### src/rtl/cpu_run_ctrl_pkg.sv
// Shared types and constants for the CPU run/step controller.
package cpu_run_ctrl_pkg;

  localparam int unsigned SYNC_STAGES = 2;

  typedef enum logic [1:0] {
    ModeRun   = 2'b00,
    ModeStep  = 2'b01,
    ModeBurst = 2'b10,
    ModeHold  = 2'b11
  } mode_e;

  typedef enum logic [1:0] {
    StIdle,
    StRun,
    StStep,
    StBurst
  } state_e;

endpackage

### src/rtl/cpu_run_ctrl_btn_debounce.sv
// One button channel: synchroniser, stability counter, debounced level and rising-edge pulse.
module btn_debounce
  import cpu_run_ctrl_pkg::*;
#(
  parameter int unsigned DEBOUNCE_CYCLES = 250000
) (
  input  logic clk,
  input  logic rst,
  input  logic btn_raw,
  output logic btn_level,
  output logic btn_pulse
);

  localparam int unsigned CntW = $clog2(DEBOUNCE_CYCLES + 1);

  logic [SYNC_STAGES-1:0] sync_q, sync_d;
  logic [CntW-1:0]        cnt_q, cnt_d;
  logic                   level_q, level_d;
  logic                   pulse_q, pulse_d;
  logic                   sample;

  assign sample = sync_q[SYNC_STAGES-1];

  // The counter only runs while the synchronised sample disagrees with the level.
  always_comb begin
    sync_d  = {sync_q[SYNC_STAGES-2:0], btn_raw};
    cnt_d   = '0;
    level_d = level_q;
    pulse_d = 1'b0;
    if (sample != level_q) begin
      if (cnt_q == CntW'(DEBOUNCE_CYCLES)) begin
        level_d = ~level_q;
        pulse_d = ~level_q;
      end else begin
        cnt_d = cnt_q + 1'b1;
      end
    end
  end

  always_ff @(posedge clk) begin
    sync_q <= sync_d;
    if (rst) begin
      cnt_q   <= '0;
      level_q <= 1'b0;
      pulse_q <= 1'b0;
    end else begin
      cnt_q   <= cnt_d;
      level_q <= level_d;
      pulse_q <= pulse_d;
    end
  end

  assign btn_level = level_q;
  assign btn_pulse = pulse_q;

endmodule

### src/rtl/cpu_run_ctrl.sv
// Run/step controller: reset stretcher, button debounce and core clock-enable generation.
// Optional halt_req input is enabled by defining CPU_RUN_CTRL_HALT_EN.
module cpu_run_ctrl
  import cpu_run_ctrl_pkg::*;
#(
  parameter int unsigned RST_STRETCH     = 16,
  parameter int unsigned DEBOUNCE_CYCLES = 250000,
  parameter int unsigned NUM_BTN         = 4,
  parameter int unsigned BURST_W         = 8
) (
  input  logic               clk,
  input  logic               rst,
  input  logic               rstn_pad,
  input  logic [NUM_BTN-1:0] btn_raw,
  input  logic [1:0]         mode,
  input  logic [BURST_W-1:0] burst_len,
`ifdef CPU_RUN_CTRL_HALT_EN
  input  logic               halt_req,
`endif
  output logic               rst_core,
  output logic               cpu_en,
  output logic [NUM_BTN-1:0] btn_level,
  output logic [NUM_BTN-1:0] btn_pulse,
  output logic               busy,
  output logic [31:0]        en_count
);

  logic halt;
`ifdef CPU_RUN_CTRL_HALT_EN
  assign halt = halt_req;
`else
  assign halt = 1'b0;
`endif

  mode_e mode_sel;
  assign mode_sel = mode_e'(mode);

  // Reset stretcher. The pad synchroniser is deliberately not reset by rst.
  logic [SYNC_STAGES-1:0] pad_sync_q, pad_sync_d;
  logic [RST_STRETCH-1:0] sr_q, sr_d;
  logic                   rst_core_q, rst_core_d;

  always_comb begin
    pad_sync_d = {pad_sync_q[SYNC_STAGES-2:0], rstn_pad};
    sr_d       = rst ? '1 : {sr_q[RST_STRETCH-2:0], ~pad_sync_q[SYNC_STAGES-1]};
    rst_core_d = rst | (sr_q != '0);
  end

  always_ff @(posedge clk) begin
    pad_sync_q <= pad_sync_d;
    sr_q       <= sr_d;
    rst_core_q <= rst_core_d;
  end

  assign rst_core = rst_core_q;

  for (genvar i = 0; i < NUM_BTN; i++) begin : g_btn
    btn_debounce #(
      .DEBOUNCE_CYCLES(DEBOUNCE_CYCLES)
    ) u_btn (
      .clk      (clk),
      .rst      (rst),
      .btn_raw  (btn_raw[i]),
      .btn_level(btn_level[i]),
      .btn_pulse(btn_pulse[i])
    );
  end

  // Run-control FSM
  state_e             state_q, state_d;
  logic [BURST_W-1:0] cnt_q, cnt_d;
  logic [31:0]        en_count_q, en_count_d;
  logic               clear;
  logic               trig;

  assign clear = rst | rst_core_q;
  assign trig  = btn_pulse[0];

  always_ff @(posedge clk) begin
    state_q    <= state_d;
    cnt_q      <= cnt_d;
    en_count_q <= en_count_d;
  end

  always_comb begin
    state_d = state_q;
    cnt_d   = cnt_q;
    if (clear || halt) begin
      state_d = StIdle;
      cnt_d   = '0;
    end else begin
      unique case (state_q)
        StIdle: begin
          if (mode_sel == ModeRun) begin
            state_d = StRun;
          end else if (trig && mode_sel == ModeStep) begin
            state_d = StStep;
          end else if (trig && mode_sel == ModeBurst && burst_len != '0) begin
            state_d = StBurst;
            cnt_d   = burst_len;
          end
        end
        StRun: begin
          if (mode_sel != ModeRun) state_d = StIdle;
        end
        StStep: begin
          state_d = StIdle;
        end
        StBurst: begin
          cnt_d = cnt_q - 1'b1;
          if (mode_sel != ModeBurst || cnt_q == BURST_W'(1)) state_d = StIdle;
        end
        default: state_d = StIdle;
      endcase
    end
  end

  always_comb begin
    cpu_en     = (state_q != StIdle);
    busy       = (state_q == StBurst);
    en_count_d = clear ? 32'd0 : en_count_q + {31'd0, cpu_en};
  end

  assign en_count = en_count_q;

endmodule

### config.mk
export PLATFORM = sky130hd
export DESIGN_NAME = cpu_run_ctrl
export DESIGN_NICKNAME = d
export VERILOG_FILES = /design/src/rtl/cpu_run_ctrl_pkg.sv /design/src/rtl/cpu_run_ctrl_btn_debounce.sv /design/src/rtl/cpu_run_ctrl.sv
export SDC_FILE = /design/constraint.sdc
export NUM_CORES = 1
export LEC_CHECK = 0
export CORE_MARGIN = 2
export CORE_UTILIZATION = 50
export DETAILED_ROUTE_END_ITERATION = 6
export GPL_TIMING_DRIVEN = 0
export PLACE_DENSITY = 0.76
export SLEW_MARGIN = 15
export SYNTH_ARGS = -nofsm -noshare
export SYNTH_HDL_FRONTEND = slang
export SYNTH_HIERARCHICAL = 1
export SYNTH_SLANG_ARGS = --single-unit
### constraint.sdc
create_clock -name clk -period 2.3 [get_ports clk]
set_input_delay 0.46 -clock clk [delete_from_list [all_inputs] [get_ports clk]]
set_output_delay 0.46 -clock clk [all_outputs]
set_load 0.03 [all_outputs]
Yosys cells after proc, flatten, opt, wreduce, memory -nomap -nowiden:

Index checks and enable logic that the tools add are counted.

* output and inout bits: 43
* flip-flop bits (word level): 149
* logic and storage cells: 99
* input port bits: 17

* multiplexer cells: 10
* add/subtract/negate cells: 6
* reduce and logical (&&, ||, !) cells: 25
* eq/ne operators: 21
* bitwise gates (word level): 15

Operators by type and width (count)
* $add A18 B1 Y18 const B: 4
* $eq A18 B18 Y1 const B: 4
* $add A32 B1 Y32: 1
* $mux W8: 3
* $reduce_or A3 Y1: 8
* $pmux W8 S2: 1
* $reduce_bool A16 Y1: 1
* $not A1 Y1: 13
* $mux W2: 5
* $ne A2 B2 Y1 const B: 5
* $eq A8 B1 Y1 const B: 1
* $pmux W2 S4: 1
* $reduce_and A2 Y1: 4
* $reduce_bool A8 Y1: 1
* $sub A8 B1 Y8 const B: 1
* $eq A2 B2 Y1 const B: 3
* $reduce_bool A2 Y1: 3
* $eq A2 B1 Y1 const B: 2
* $logic_not A2 Y1: 2
* $ne A1 B1 Y1: 4
* $ne A4 B4 Y1 const B: 1
* $reduce_and A4 Y1: 1
* $logic_and A1 B1 Y1: 3
* $reduce_and A3 Y1: 1
* 3 further kinds: 4

Logic depth before layout (Yosys ltp):

* depth after elaboration: 7
* mapped depth: 9
* mapped depth without buffers: 7

Cells and area by module:

Netlist, hierarchy kept.

By module, submodules not included
* btn_debounce: area an instance 983.4 sq um, sequential area each 440.4 sq um, times used 4, cells each 108
* cpu_run_ctrl: area an instance 2656.3 sq um, sequential area each 1221.2 sq um, times used 1, cells each 298

Least setup slack after synthesis:

No wires, ideal clock.

* path kind: reg2reg
* from: register state_q[1]
* to: register en_count_q[20], in the netlist en_count[20]
* buffers on the path: 1
* stages on the path, launching flop included: 9
* arrival time: 2389 ps
* period minus slack after synthesis: 2459 ps
* required time: 2230 ps
* setup time: 70 ps
* slack: -159 ps
* cells stage by stage: dfxtp_1 -> or2_2 -> ha_1 -> ha_1 -> inv_1 -> or4_4 -> buf_6 -> or4_1 -> a21oi_1

* word-level cells in the longest chain between the ends: 2

RTL lines
* start, declared: line cpu_run_ctrl.sv:70 `state_e state_q, state_d;`
* start signal, assigned: line cpu_run_ctrl.sv:80 `state_q <= state_d;`
* $reduce_bool A2 Y1: line cpu_run_ctrl.sv:119 `cpu_en = (state_q != StIdle);`
* named net cpu_en: line cpu_run_ctrl.sv:21 `output logic cpu_en,`
* $add A32 B1 Y32: line cpu_run_ctrl.sv:121 `en_count_d = clear ? 32'd0 : en_count_q + {31'd0, cpu_en};`
* end signal, assigned: line cpu_run_ctrl.sv:82 `en_count_q <= en_count_d;`
* end, declared: line cpu_run_ctrl.sv:72 `logic [31:0] en_count_q, en_count_d;`

The timed path passes the listed nets, and every way through them passes these cells.
A chain may end at the register's enable or synchronous reset.

Final worst setup path:

* from: register state_q[1]
* to: output cpu_en

* word-level cells in the longest chain between the ends: 1

RTL lines (line)
* $reduce_bool A2 Y1: cpu_run_ctrl.sv:119
* end, declared: cpu_run_ctrl.sv:21

Every way passes these cells.

==> flow_summary.toml <==
[run_status]
outcome = "finished clean"

[die]
die_area_um2 = 14100
rows = 41
num_io_pins = 60
die_h_um = 119
die_w_um = 119
start_util_pct = 51.8
core_area_um2 = 12700

[timing]
fin_skew_ps = 6.13
rsz0062_at_grt = "false"
fin_setup_tns_ps = 0
fmax_mhz = 449
worst_slew_pin_slew_ps = 956
final.min_clock_period_ps = 2230
fin_crit_sh_pct = 96.8
setup_viol = 0
relSlewSlack_pct = 36.3
final-hold-violation-count = 0
slew_viol_final = 0

[clock_network]
path_clk_slew_ps = 60
insertion_delay_ps = 420
cts_tree = "built"
htree_levels = 4
cts-root-buf = "clkbuf_16"
numCtsBuffers = 17
ctsHoldBuffers = 0
clockBufferDepth = 2
clock_sinks = 149

[route]
viasPerCell = 5.70
wl_per_cell_um = 14.9
drtIter0Drc = 453
dr_total_vias = 5692
drc = 0
top_layer = "met4"
met1_length_mm = 6.47
wl_met3_um = 858
wl_met2_mm = 7.26
ant_nets = 0
routed_wl_mm = 14.9
dr.pass1.iters = 5

[min_path]
hold_class = "reg2reg"
holdCritStartpoint = "g_btn[2].u_btn/sync_q[0]$_DFF_P_"

[synth]
yosys.area.top_type_share_pct = 45.3
syn_avg_cell_area_um2 = 9.03
synthArstFlopShare_pct = 0
ys_seq_area_share_pct = 45.3
muxShareOfSynthArea_pct = 0.304
yosys.cell_types.count = 48
synth_top_area_cell = "dfxtp_1"
synth-main-ff-cell = "dfxtp_1"
yosysMostFrequentCell = "dfxtp_1"
synth-edff-count = 0
synth_top_family_by_area = "simple AND/OR/NAND/NOR gates"
syn_area_um2 = 6590
synthTopCellsByCount = "dfxtp_1, nor2_1, xnor2_1"
netlist_instances = 730
synth_compound_area_share_pct = 8.26
syn_nets = 759
yosys_warnings = 6
synth-adder-area-share_pct = 2.28
synth_xor_area_share_pct = 9.70
netlist_top_cells_area = "dfxtp_1, xnor2_1, nor2_1, nor4_1, nand3_1"
ys_ff_latch = 149
synthSimpleGateAreaFrac_pct = 31.0

[setup_path]
r2r_setup_slack_ps = 110
path_max_fanout = 5
crit_required_ps = 1840
r2r_start = "state_q[0]$_SDFFE_PP0P_"
critical_path_class = "reg2out"
crit_start = "state_q[1]$_SDFFE_PP0P_"
worstSetupEndpointType = "output pin"
start_kind = "register"
arrival_ps = 1770

[power_and_ir_drop]
vdd_drop_max_uv = 541
comb_power_share_pct = 1.8
p_seq_share_pct = 44.9
switchingPower_w = 0.00115
p_leak_nw = 2.54
swShare_pct = 19.8
internal_power_w = 0.00466
p_clk_share_pct = 53.3
powerDensity_nw_per_um2 = 708
finalPower_w = 0.00582

[cells_and_area]
fill_cells = 1076
diodes = 0
syn2layout_area_growth_pct = 24.6
drive_above_1_share_pct = 12.8
layout.nets = 844

[global_route]
antenna_found_initial = 0
grt-ovfl-total = 0
grt_max_degree = 22
grt_usage_pct = 21.4
grt_pass1_vias = 5405
grt_pass1_wl_mm = 24.9

[run]
cap_violations = 0

[placement]
port_buffers = 59
finalWeightedCongestion = 0.854
hpwlAfterDp_mm = 10.1
[flip-flops by register name (all words and copies together) (netlist names)]
name / count
cnt_q: 8
g_btn.u_btn/btn_level: 4
state_q: 2
rst_core: 1
sr_q: 16
pad_sync_q: 2
g_btn.u_btn/btn_pulse: 4
g_btn.u_btn/sync_q: 8
g_btn.u_btn/cnt_q: 72
en_count: 32
[what timing repair did]
item	in CTS	in global routing
setup buffers	1	5
hold endpoints to repair	0	0
gates resized for setup	7	13
setup endpoints to repair	23	19
pin swaps	1	3
gates cloned	0	1
[logic make-up after synthesis]
group,count (synthesis)
muxes,2
xor gates and xnor gates,73
adders and majority gates,12
buffers and inverters,44
AOI/OAI and AO/OA,88
DFF,149
and+or+nand+nor,362
[path summary, 6_finish.rpt]
check                                           to  cells after the start
setup reg to reg           en_count[20]$_SDFF_PP0_                      8
hold reg to reg   g_btn[2].u_btn/sync_q[1]$_DFF_P_                      0
setup / recovery                            cpu_en                      3
hold / removal    g_btn[2].u_btn/sync_q[1]$_DFF_P_                      0
[power by group through the flow]
| stage | clock network (W) | registers, W | logic, W |
|---|---|---|---|
| 2_1_floorplan | 0 | 0.00267 | 0.0000488 |
| 3_3_place_gp | 0 | 0.00267 | 0.0000993 |
| 3_5_place_dp | 0 | 0.00267 | 0.000102 |
| 4_1_cts | 0.00314 | 0.00261 | 0.000102 |
| 5_1_grt | 0.00326 | 0.00261 | 0.000113 |
| 6_report | 0.00310 | 0.00261 | 0.000103 |
[through the flow]
step           hold slack (ps)  std cells  util (%)  instance area, um^2  worst slack (ps)
6_report                   325        999      64.6                 8210              74.5
5_1_grt                    333        999      64.6                 8210              9.70
3_5_place_dp               313        961      58.3                 7420              -540
3_3_place_gp               312        961      58.3                 7420              -469
4_1_cts                    326        993      63.7                 8100              8.82
2_1_floorplan              310        730         -                 6610              10.2
[critical path, stage by stage (launching register included)]
cell             delay [ps]
dfxtp_4                 350
or2_4                   260
buf_4                   150
clkdlybuf4s50_1         580
[area by class of cell]
cell class                      instances  area (um^2)  area share (%)
Multi-Input combinational cell        537         3460            42.1
Sequential cell                       149         2990            36.4
Timing Repair Buffer                   66          671            8.16
Clock buffer                           17          425            5.18
Clock inverter                         14          234            2.85
Tap cell                              172          215            2.62
Buffer                                 21          133            1.61
Inverter                               23         86.3            1.05
[per-layer routing]
| metal | global-route usage, % | vias to the layer above |
|---|---|---|
| met5 | 0 | - |
| met4 | 8.85 | 0 |
| met3 | 5.45 | 30 |
| met2 | 36.3 | 171 |
| met1 | 25.8 | 2706 |
| li1 | - | 2785 |
[placed cells by master (no fill, tap or decap), types with 7 or more instances in the layout]
cell type / instances
xnor2_1: 62
clkbuf_1: 7
nor3_1: 16
o21ai_0: 19
clkbuf_16: 18
nor2_1: 93
nand4_1: 16
o31ai_1: 11
nand3_1: 46
or2_2: 16
nand2_1: 36
and3_1: 10
inv_1: 23
clkdlybuf4s50_1: 57
nor4_1: 42
or3_1: 23
xor2_1: 11
dfxtp_1: 145
ha_1: 10
or4_1: 20
a21oi_1: 32
Power figures use the tool's default switching activity.
